$ cat src/rtl/ttl_schmitt_nand_filt.sv
// Multi-channel clocked Schmitt-trigger NAND/AND gate: synchronised inputs feed a
// saturating up/down integrator whose separate thresholds give hysteresis in cycles.
module ttl_schmitt_nand_filt #(
    parameter int CH    = 4,
    parameter int NIN   = 4,
    parameter int CW    = 4,
    parameter int TH_HI = 12,
    parameter int TH_LO = 3,
    parameter int INV   = 1
) (
    input  logic                clk,
    input  logic                rst,
    input  logic                en,
    input  logic [CH*NIN-1:0]   a,
    output logic [CH-1:0]       y,
    output logic [CH-1:0]       chg
);

    localparam int             MAX     = (1 << CW) - 1;
    localparam logic [CW-1:0]  CNT_MAX = '1;
    localparam logic [CW-1:0]  CNT_HI  = CW'(TH_HI);
    localparam logic [CW-1:0]  CNT_LO  = CW'(TH_LO);

    if (TH_LO < 0 || TH_LO >= TH_HI || TH_HI > MAX || CH < 1 || NIN < 1 || CW < 2) begin : g_param_err
        $error("ttl_schmitt_nand_filt: illegal parameters (need 0 <= TH_LO < TH_HI <= 2^CW-1, CH>=1, NIN>=1, CW>=2)");
    end

    for (genvar c = 0; c < CH; c++) begin : g_ch
        logic [NIN-1:0] s1_q, s2_q;
        logic           raw;
        logic [CW-1:0]  cnt_q, cnt_d;
        logic           y_q, y_d;
        logic           chg_q, chg_d;

        // Thresholds are compared against the next count so y moves on the crossing edge.
        always_comb begin
            raw   = (INV != 0) ? ~&s2_q : &s2_q;
            cnt_d = cnt_q;
            y_d   = y_q;
            chg_d = 1'b0;
            if (en) begin
                if (raw && cnt_q != CNT_MAX) begin
                    cnt_d = cnt_q + CW'(1);
                end else if (!raw && cnt_q != '0) begin
                    cnt_d = cnt_q - CW'(1);
                end
                if (!y_q && cnt_d >= CNT_HI) begin
                    y_d = 1'b1;
                end else if (y_q && cnt_d <= CNT_LO) begin
                    y_d = 1'b0;
                end
                chg_d = y_d ^ y_q;
            end
        end

        always_ff @(posedge clk) begin
            if (rst) begin
                s1_q  <= '0;
                s2_q  <= '0;
                cnt_q <= '0;
                y_q   <= 1'b0;
                chg_q <= 1'b0;
            end else begin
                s1_q  <= a[c*NIN +: NIN];
                s2_q  <= s1_q;
                cnt_q <= cnt_d;
                y_q   <= y_d;
                chg_q <= chg_d;
            end
        end

        assign y[c]   = y_q;
        assign chg[c] = chg_q;
    end

endmodule
$ cat config.mk
export PLATFORM = sky130hd
export DESIGN_NAME = ttl_schmitt_nand_filt
export DESIGN_NICKNAME = d
export VERILOG_FILES = /design/src/rtl/ttl_schmitt_nand_filt.sv
export SDC_FILE = /design/constraint.sdc
export NUM_CORES = 1
export LEC_CHECK = 0
export ABC_AREA = 1
export BUFFER_PORTS_ARGS = -buffer_cell sky130_fd_sc_hd__buf_2
export CAP_MARGIN = 20
export CORE_MARGIN = 4
export CORE_UTILIZATION = 55
export DETAILED_ROUTE_END_ITERATION = 8
export GPL_TIMING_DRIVEN = 0
export PLACE_DENSITY_LB_ADDON = 0.1
export SKIP_CTS_REPAIR_TIMING = 1
export SLEW_MARGIN = 20
export SYNTH_ARGS = -nofsm -noshare
export SYNTH_HDL_FRONTEND = slang
export SYNTH_SLANG_ARGS = --single-unit
$ cat constraint.sdc
create_clock -name clk -period 1.6 [get_ports clk]
set_input_delay 0.16 -clock clk [delete_from_list [all_inputs] [get_ports clk]]
set_output_delay 0.16 -clock clk [all_outputs]
set_load 0.05 [all_outputs]
==> impl_metrics.yaml, run 1 <==
worst_hold_path:
  hold_class: "in -> reg"
global_routing:
  grt-ovfl-total: 0
  antenna_found_initial: 0
  grt_max_degree: 19
  track_usage_pct: 16.6
  grt_pass1_wl_um: 8270
  grt_pass1_vias: 2014
die:
  coreArea_um2: 4790
  die_h_um: 78.6
  initial_core_util_pct: 57.3
  die_w_um: 78.6
  row_count: 25
  boundaryPins: 27
  dieArea_um2: 6180
setup_path:
  critPathKind: "reg -> reg"
  critPathArrivalTime_ps: 1660
  cp-end-kind: "flop"
  path_max_fanout: 4
  critPathLaunchType: "flop"
  required_ps: 1810
placed_design:
  hpwlAfterDp_um: 3510
  post-place-ws_ps: 53.5
  placed_area_um2: 2950
  numPortBuffers: 24
  place.gp.congestion: 0.827
sta:
  finalCritPeriodShare_pct: 91.0
  fin_skew_ps: 4.27
  timing_hold_violations_final: 0
  drv_slew: 0
  post-route-min-period_ps: 1460
  fmax_mhz: 687
  fin_ws_ps: 144
  slew_headroom_pct: 63.0
  worst_pin_slew_ps: 556
  tns_ps: 0
  finalSetupViolCount: 0
drt:
  ant_nets: 0
  wirelength_um: 4800
  drtIter0Drc: 81
  wl_per_cell_um: 9.67
  drc: 0
  viasPerCell: 4.69
  drtPass1Iterations: 5
  vias: 2328
finish:
  fin_nets: 455
  diodes: 0
  fill_cells: 456
  drive_gt1_share_pct: 21.7
  final_area_um2: 3110
  area_growth_pct: 13.2
synthesis:
  synth-simple-area-share_pct: 30.8
  ys_seq_elements: 56
  synth_fp_nets: 423
  synth_compound_area_share_pct: 7.11
  synthAdderAreaFrac_pct: 3.65
  yosysWarnings: 0
  synth_top_family_by_area: "simple AND/OR/NAND/NOR gates"
  synth_mux_area_share_pct: 0
  ys_types: 25
  seq_area_frac_synth_pct: 40.9
  synth_xor_area_share_pct: 2.55
  syn_area_um2: 2740
  avgSynthCellArea_um2: 6.93
  synthCells: 396
clocking:
  cts-root-buf: "clkbuf_8"
  clk_pin_slew_ps: 100
  cts_sinks: 56
  worstSkewPairLatency_ps: 300
  tritoncts: "built"
  numCtsBuffers: 5
  clk_path_buf_depth: 2
  cts-htree-levels: 2
run:
  drv_cap: 0
power:
  peakVddDrop_v: 0.000654
  finalPower_mw: 2.69
  p_per_area_nw_per_um2: 865
  p_leak_nw: 1.66
run_status:
  status: "completed"
==> cell usage after synthesis <==
library cell,instances,area [um^2]
nand3_1,40,200
nor2_8,1,20.0
nor2_1,48,180
clkbuf_1,3,11.3
or2_0,2,12.5
nor2_2,1,6.26
nand2_2,3,18.8
xor2_1,8,70.1
nand2_1,98,368
buf_2,1,5.00
buf_1,3,11.3
a21oi_2,2,17.5
o21ai_2,2,17.5
o21ai_0,9,45.0
inv_6,1,8.76
a21oi_1,13,65.1
nand3_2,4,40.0
o211ai_1,4,30.0
ha_1,8,100
inv_2,11,41.3
buf_6,2,22.5
o21ai_1,4,20.0
buf_4,11,82.6
dfxtp_1,56,1120
inv_1,61,229
==> per-stage QoR <==
| stage | utilization (%) | hold slack (ps) | instances |
|---|---|---|---|
| after global placement | 61.6 | 358 | 487 |
| after global routing | 64.9 | 32.3 | 496 |
| after CTS | 63.5 | 36.9 | 495 |
| after detailed placement | 61.6 | 365 | 487 |
| after floorplan | - | 267 | 396 |
| final | 64.9 | 48.9 | 496 |
==> placed cells by master (no fill, tap or decap), drive strengths merged <==
cell	netlist	routed
clkbuf	3	9
buf	17	42
xor2	8	8
nand3	44	44
o21ai	15	15
a21oi	15	15
nand2	101	101
inv	73	75
dfxtp	56	56
nor2	50	50
or2	2	2
ha	8	8
o211ai	4	4
==> final cells by class <==
| type | count | area (um^2) | share of cell area (%) |
|---|---|---|---|
| Buffer | 20 | 133 | 4.27 |
| Sequential cell | 56 | 1130 | 36.3 |
| Multi-Input combinational cell | 247 | 1260 | 40.7 |
| Inverter | 73 | 279 | 8.98 |
| Timing Repair Buffer | 25 | 128 | 4.11 |
| Tap cell | 67 | 83.8 | 2.70 |
| Clock inverter | 2 | 17.5 | 0.564 |
| Clock buffer | 6 | 72.6 | 2.34 |
==> final timing paths <==
| kind | end | slack [ps] | from | cells past startpoint |
|---|---|---|---|---|
| setup reg to reg | g_ch[2].cnt_q[3]$_SDFFE_PP0P_ | 140 | flop | 10 |
| setup / recovery | g_ch[2].cnt_q[3]$_SDFFE_PP0P_ | 140 | flop | 10 |
| hold reg to reg | g_ch[2].s2_q[1]$_SDFF_PP0_ | 400 | g_ch[2].s1_q[1]$_SDFF_PP0_ | 2 |
| hold / removal | g_ch[1].s1_q[1]$_SDFF_PP0_ | 50 | a[5] | 3 |
==> critical path: stages, from the launching register on <==
cell and delay [ps]:
dfxtp_2 380, inv_2 60, ha_4 160, nand3_2 80, nand2_2 90, o21ai_2 190
nand2_1 90, nand2_1 70, nand2_1 70, o21ai_1 120, inv_1 50
==> logic make-up (layout without fill, tap and decap cells) <==
| kind of cell | after synthesis | in the layout |
|---|---|---|
| compound gates | 34 | 34 |
| flops | 56 | 56 |
| buf+inv | 93 | 126 |
| xor+xnor | 8 | 8 |
| simple gates | 197 | 197 |
| fa+ha+maj | 8 | 8 |
==> layer usage <==
layer / share of wire (%) / GRT usage [%] / vias up
met5: 0 / 0 / -
met4: 1.4 / 5.24 / 0
met2: 47 / 29.5 / 63
met1: 47 / 20.2 / 993
li1: - / - / 1265
met3: 5.1 / 2.75 / 7
==> state kept, by name, indices dropped and copies added (netlist names), named ones only <==
name / cells
g_ch.s1_q: 16
g_ch.y_q: 4
g_ch.chg_q: 4
g_ch.cnt_q: 12
g_ch.s2_q: 16
==> report_power, final <==
group | leakage [nW] | internal, mW | total [mW] | switching (mW)
registers | 0.464 | 1.47 | 1.50 | 0.0366
logic | 1.15 | 0.161 | 0.405 | 0.243
clock network | 0.0462 | 0.322 | 0.780 | 0.458
total | 1.66 | 1.95 | 2.69 | 0.738
Note: power is estimated with default switching activity, not from simulation.
==> run 2, diff against run 1 <==
--- a/config.mk
+++ b/config.mk
@@ -6,10 +6,11 @@
 export NUM_CORES = 1
 export LEC_CHECK = 0
 export ABC_AREA = 1
-export BUFFER_PORTS_ARGS = -buffer_cell sky130_fd_sc_hd__buf_2
+export BUFFER_PORTS_ARGS = -buffer_cell sky130_fd_sc_hd__buf_4
 export CAP_MARGIN = 20
 export CORE_MARGIN = 4
-export CORE_UTILIZATION = 55
+export CORE_UTILIZATION = 50
+export CTS_CLUSTER_SIZE = 24
 export DETAILED_ROUTE_END_ITERATION = 8
 export GPL_TIMING_DRIVEN = 0
 export PLACE_DENSITY_LB_ADDON = 0.1
==> run 2 against run 1 <==
Compared with the run above:
- cell count rose by 0.40%
- fmax fell by 2.2%
- largest power group unchanged
- cell area rose by 1.1%
- sequential cell count did not move
- largest cell class unchanged
- register-to-register slack got worse by 30 ps
- first-iteration DRC count fell by 35%
- critical endpoint unchanged
- worst setup slack got worse by 33 ps
- highest routed layer unchanged
- critical path type unchanged
==> impl_metrics.yaml, run 2 (synthesis gave the netlist of run 1 again) <==
run_status:
  status: "completed"
clocking:
  worstSkewPairLatency_ps: 300
  numCtsBuffers: 5
  tritoncts: "built"
  cts-root-buf: "clkbuf_8"
  cts_sinks: 56
  clk_pin_slew_ps: 100
  clk_path_buf_depth: 2
  cts-htree-levels: 2
drt:
  viasPerCell: 4.66
  vias: 2321
  drtIter0Drc: 53
  wirelength_um: 4910
  wl_per_cell_um: 9.86
  drc: 0
  ant_nets: 0
  drtPass1Iterations: 4
placed_design:
  hpwlAfterDp_um: 3790
  numPortBuffers: 24
  placed_area_um2: 3010
  dp.cells: 490
  place.gp.congestion: 0.863
setup_path:
  cp-end-kind: "flop"
  crit_top_cell: "nand2_1"
  critPathMaxStageDelay_ps: 350
  critPathArrivalTime_ps: 1690
  required_ps: 1800
  critPathLaunchType: "flop"
  path_max_fanout: 4
  cp_slowest_cell: "dfxtp_2"
  critPathKind: "reg -> reg"
  crit_chain: "inv_1, ha_2, nand3_2, nand2_2, o21ai_2, nand2_1, nand2_1, nand2_1, o21ai_1, inv_1"
power:
  p_per_area_nw_per_um2: 848
  p_leak_nw: 1.67
  peakVddDrop_v: 0.000693
finish:
  area_growth_pct: 14.4
  reg.largest.list: "g_ch.s1_q (16), g_ch.s2_q (16), g_ch.cnt_q (12)"
  fin_nets: 454
  fin_cells: 498
  drive_gt1_share_pct: 20.6
  final_common_cell: "nand2_1"
  final_cell_mix: "95 x nand2_1, 59 x inv_1, 50 x dfxtp_1, 46 x nor2_1, 40 x nand3_1"
  diodes: 0
  final_area_um2: 3140
global_routing:
  antenna_found_initial: 0
  grt-ovfl-total: 0
  grt_max_degree: 18
  track_usage_pct: 15.9
  grt_pass1_vias: 2005
  grt_pass1_wl_um: 8310
sta:
  tns_ps: 0
  fmax_mhz: 671
  timing_hold_violations_final: 0
  finalCritPeriodShare_pct: 93.1
  worst_pin_slew_ps: 640
  fin_skew_ps: 10.7
  post-route-min-period_ps: 1490
  slew_headroom_pct: 57.3
  drv_slew: 0
  finalSetupViolCount: 0
die:
  boundaryPins: 27
  dieArea_um2: 6740
  die_h_um: 82.1
  die_w_um: 82.1
  initial_core_util_pct: 52.7
  row_count: 26
  coreArea_um2: 5200
run:
  drv_cap: 0
worst_hold_path:
  hold_class: "in -> reg"
run 2: changes by cell type in the layout (fill, tap and decap cells not counted):
cell,previous run,this run
buf_2,25,1
nor2_1,44,46
clkinv_4,0,1
buf_4,12,35
clkbuf_1,4,3
clkinv_2,0,2
ha_2,2,3
nor2_2,4,3
inv_6,3,1
inv_1,56,59
nor2_4,1,0
ha_4,2,1
inv_2,16,13
run 2: worst paths after layout:
path | slack, ps | start | to | cells past startpoint
worst min register to register | 400 | g_ch[3].s1_q[0]$_SDFF_PP0_ | g_ch[3].s2_q[0]$_SDFF_PP0_ | 2
worst min-delay path | 50 | a[0] | g_ch[0].s1_q[0]$_SDFF_PP0_ | 3
worst max register to register | 110 | g_ch[2].cnt_q[0]$_SDFFE_PP0P_ | g_ch[2].cnt_q[3]$_SDFFE_PP0P_ | 10
worst max-delay path | 110 | g_ch[2].cnt_q[0]$_SDFFE_PP0P_ | g_ch[2].cnt_q[3]$_SDFFE_PP0P_ | 10
run 2: area by class of cell:
cell class | count | area [um^2]
multi-input combinational | 247 | 1240
sequential | 56 | 1130
clock inverter | 3 | 18.8
buffer | 20 | 133
timing repair buffer | 24 | 180
fill | 515 | 2070
inverter | 73 | 279
clock buffer | 5 | 68.8
tap | 70 | 87.6
run 2: metal layers:
metal	routed length (um)	up-vias	track usage, %
met2	2290	29	26.8
li1	-	1262	-
met1	2320	1023	19.6
met4	82	0	5.32
met3	220	7	4.28
met5	0	-	0
run 2: worst max-delay path, delay by kind of cell (launching register included):
kind            cells  cell delay (ps)
compound gates      2              310
fa+ha+maj           1              200
buf+inv             2              130
flops               1              350
simple gates        5              400
run 2: metrics by stage:
stage	power [mW]	hold WS [ps]	utilization [%]	worst slack (ps)
floorplan	1.83	267	-	223
global placement	1.92	358	57.9	84.7
detailed placement	1.93	365	57.9	61.6
CTS	2.67	45.8	59.5	34.7
global route	2.82	35.8	60.3	-4.59
finish	2.66	47.0	60.3	110
run 2: power breakdown:
group	internal (mW)	switching, mW
Clock	0.306	0.441
Combinational	0.171	0.242
Sequential	1.47	0.0362
Total	1.94	0.719
==> run 3, diff against run 2 <==
--- a/config.mk
+++ b/config.mk
@@ -5,7 +5,6 @@
 export SDC_FILE = /design/constraint.sdc
 export NUM_CORES = 1
 export LEC_CHECK = 0
-export ABC_AREA = 1
 export BUFFER_PORTS_ARGS = -buffer_cell sky130_fd_sc_hd__buf_4
 export CAP_MARGIN = 20
 export CORE_MARGIN = 4
@@ -15,7 +14,6 @@
 export GPL_TIMING_DRIVEN = 0
 export PLACE_DENSITY_LB_ADDON = 0.1
 export SKIP_CTS_REPAIR_TIMING = 1
-export SLEW_MARGIN = 20
 export SYNTH_ARGS = -nofsm -noshare
 export SYNTH_HDL_FRONTEND = slang
 export SYNTH_SLANG_ARGS = --single-unit
==> constraint.sdc (replaced) <==
create_clock -name clk -period 1.2 [get_ports clk]
set_input_delay 0.12 -clock clk [delete_from_list [all_inputs] [get_ports clk]]
set_output_delay 0.12 -clock clk [all_outputs]
set_load 0.05 [all_outputs]
==> run 3 against run 2 <==
Compared with the run above:
- largest cell class unchanged
- critical path depth fell by 4
- the flow now finishes with violations (setup timing)
- die area fell by 5.7%
- highest routed layer unchanged
- first-iteration DRC count rose by 21%
- register-to-register slack got worse by 720 ps
- critical path type unchanged
==> impl_metrics.yaml, run 3 <==
drt:
  drc: 0
  ant_nets: 0
  drtPass1Iterations: 4
  vias: 2064
  wirelength_um: 4990
  drtIter0Drc: 64
  wl_per_cell_um: 12.7
  viasPerCell: 5.24
global_routing:
  grt_pass1_vias: 1745
  grt_max_degree: 19
  track_usage_pct: 15.1
  grt-ovfl-total: 0
  antenna_found_initial: 0
  grt_pass1_wl_um: 7680
setup_path:
  cp_top_family: "simple AND/OR/NAND/NOR gates"
  path_max_fanout: 4
  critPathArrivalTime_ps: 2070
  critPathMaxStageDelay_ps: 490
  required_ps: 1460
  critPathKind: "reg -> reg"
  cp_slowest_cell: "mux4_2"
  crit_buf_inv: 1
  crit_chain: "inv_4, ha_4, and2_4, mux4_2, or4_1, a21oi_1"
  cp-end-kind: "flop"
  critPathLaunchType: "flop"
sta:
  slew_headroom_pct: 52.9
  finalSetupViolCount: 24
  worst_pin_slew_ps: 706
  fin_ws_ps: -612
  finalCritPeriodShare_pct: 151
  fin_skew_ps: 7.68
  fmax_mhz: 552
  timing_hold_violations_final: 0
  rsz0062_at_grt: "yes"
  post-route-min-period_ps: 1810
  drv_slew: 0
  worst_hold_slack_ps: 9.31
  tns_ps: -7880
run_status:
  violations: "setup timing"
  status: "finished with violations"
placed_design:
  placed_area_um2: 3000
  place.gp.congestion: 0.755
  post-place-ws_ps: -662
  numPortBuffers: 25
  hpwlAfterDp_um: 3120
  dp.cells: 371
synthesis:
  synth_fp_nets: 306
  netlist_top_cells_count: "56 x dfxtp_1, 35 x nor2b_1, 18 x nand2_1"
  seq_area_frac_synth_pct: 43.6
  synthCells: 279
  postSynth.asyncResetShare_pct: 0
  syn_area_um2: 2570
  avgSynthCellArea_um2: 9.21
  synth_top_area_share_pct: 43.6
  yosysWarnings: 0
  ys_seq_elements: 56
  synth_edf_count: 0
  ys.flop_type: "dfxtp_1"
  synth_most_common_cell: "dfxtp_1"
  ys_types: 52
  ys_top_cells_by_area: "dfxtp_1 44%, nor2b_1 8.5%, mux2i_1 4.3%"
  yosys.area.top_type: "dfxtp_1"
clocking:
  clk_pin_slew_ps: 100
  worstSkewPairLatency_ps: 320
  numCtsBuffers: 5
  tritoncts: "built"
  cts-htree-levels: 2
  cts-root-buf: "clkbuf_8"
  cts_sinks: 56
  clk_path_buf_depth: 2
die:
  boundaryPins: 27
  row_count: 25
  coreArea_um2: 4850
  die_h_um: 79.7
  initial_core_util_pct: 53.0
  dieArea_um2: 6350
  die_w_um: 79.7
power:
  p_per_area_nw_per_um2: 1040
  p_leak_nw: 1.35
  peakVddDrop_v: 0.000962
  finalPower_mw: 3.59
finish:
  fin_nets: 353
  drive_gt1_share_pct: 40.4
  diodes: 0
  fin_util_pct: 71.2
  reg.largest.list: "g_ch.s1_q (16), g_ch.s2_q (16), g_ch.cnt_q (12)"
  area_growth_pct: 34.3
  fill_cells: 363
  final_common_cell: "dfxtp_1"
  final_cell_mix: "43 x dfxtp_1, 41 x buf_4, 33 x nor2b_1, 16 x nand2_1, 14 x nor2_1"
  final_area_um2: 3450
  fin_cells: 394
worst_hold_path:
  hold_class: "in -> reg"
run:
  drv_cap: 0
==> run 3: final cells by class <==
| type | count | area (um^2) | area share, % |
|---|---|---|---|
| clock buffer | 6 | 72.6 | 2.10 |
| clock inverter | 2 | 17.5 | 0.507 |
| tap | 67 | 83.8 | 2.43 |
| inverter | 12 | 52.6 | 1.52 |
| sequential | 56 | 1160 | 33.5 |
| multi-input combinational | 191 | 1600 | 46.2 |
| timing repair buffer | 43 | 365 | 10.6 |
| buffer | 17 | 108 | 3.12 |
==> run 3: cell families after synthesis <==
kind of cell | share of synthesized area [%]
XOR/XNOR | 1.36
AO/OA/AOI/OAI | 11.7
adder cells (fa/ha/maj) | 3.89
multiplexers | 5.60
AND/OR/NAND/NOR | 27.1
buffers and inverters | 6.77
flip-flops | 43.6
==> run 3: worst paths after layout <==
check,from,to,slack (ps),cells after the start
min reg2reg,g_ch[3].s1_q[0]$_SDFF_PP0_,g_ch[3].s2_q[0]$_SDFF_PP0_,440,1
max,flop,g_ch[2].chg_q$_SDFF_PP0_,-610,6
min,a[15],g_ch[3].s1_q[3]$_SDFF_PP0_,9,2
max reg2reg,flop,g_ch[2].chg_q$_SDFF_PP0_,-610,6
==> run 3: power breakdown <==
part | switching [mW] | internal [mW] | total (mW)
Combinational | 0.238 | 0.298 | 0.536
Clock | 0.632 | 0.429 | 1.06
Sequential | 0.0609 | 1.93 | 1.99
Total | 0.931 | 2.66 | 3.59
==> run 3: layer usage <==
layer	vias up	share of wire, %	track usage (%)	routed length [um]
met2	43	45	23.5	2270
met3	5	4.9	3.84	246
met5	-	0	0	0
met4	0	0.96	4.64	48
li1	1053	-	-	-
met1	963	49	20.7	2430
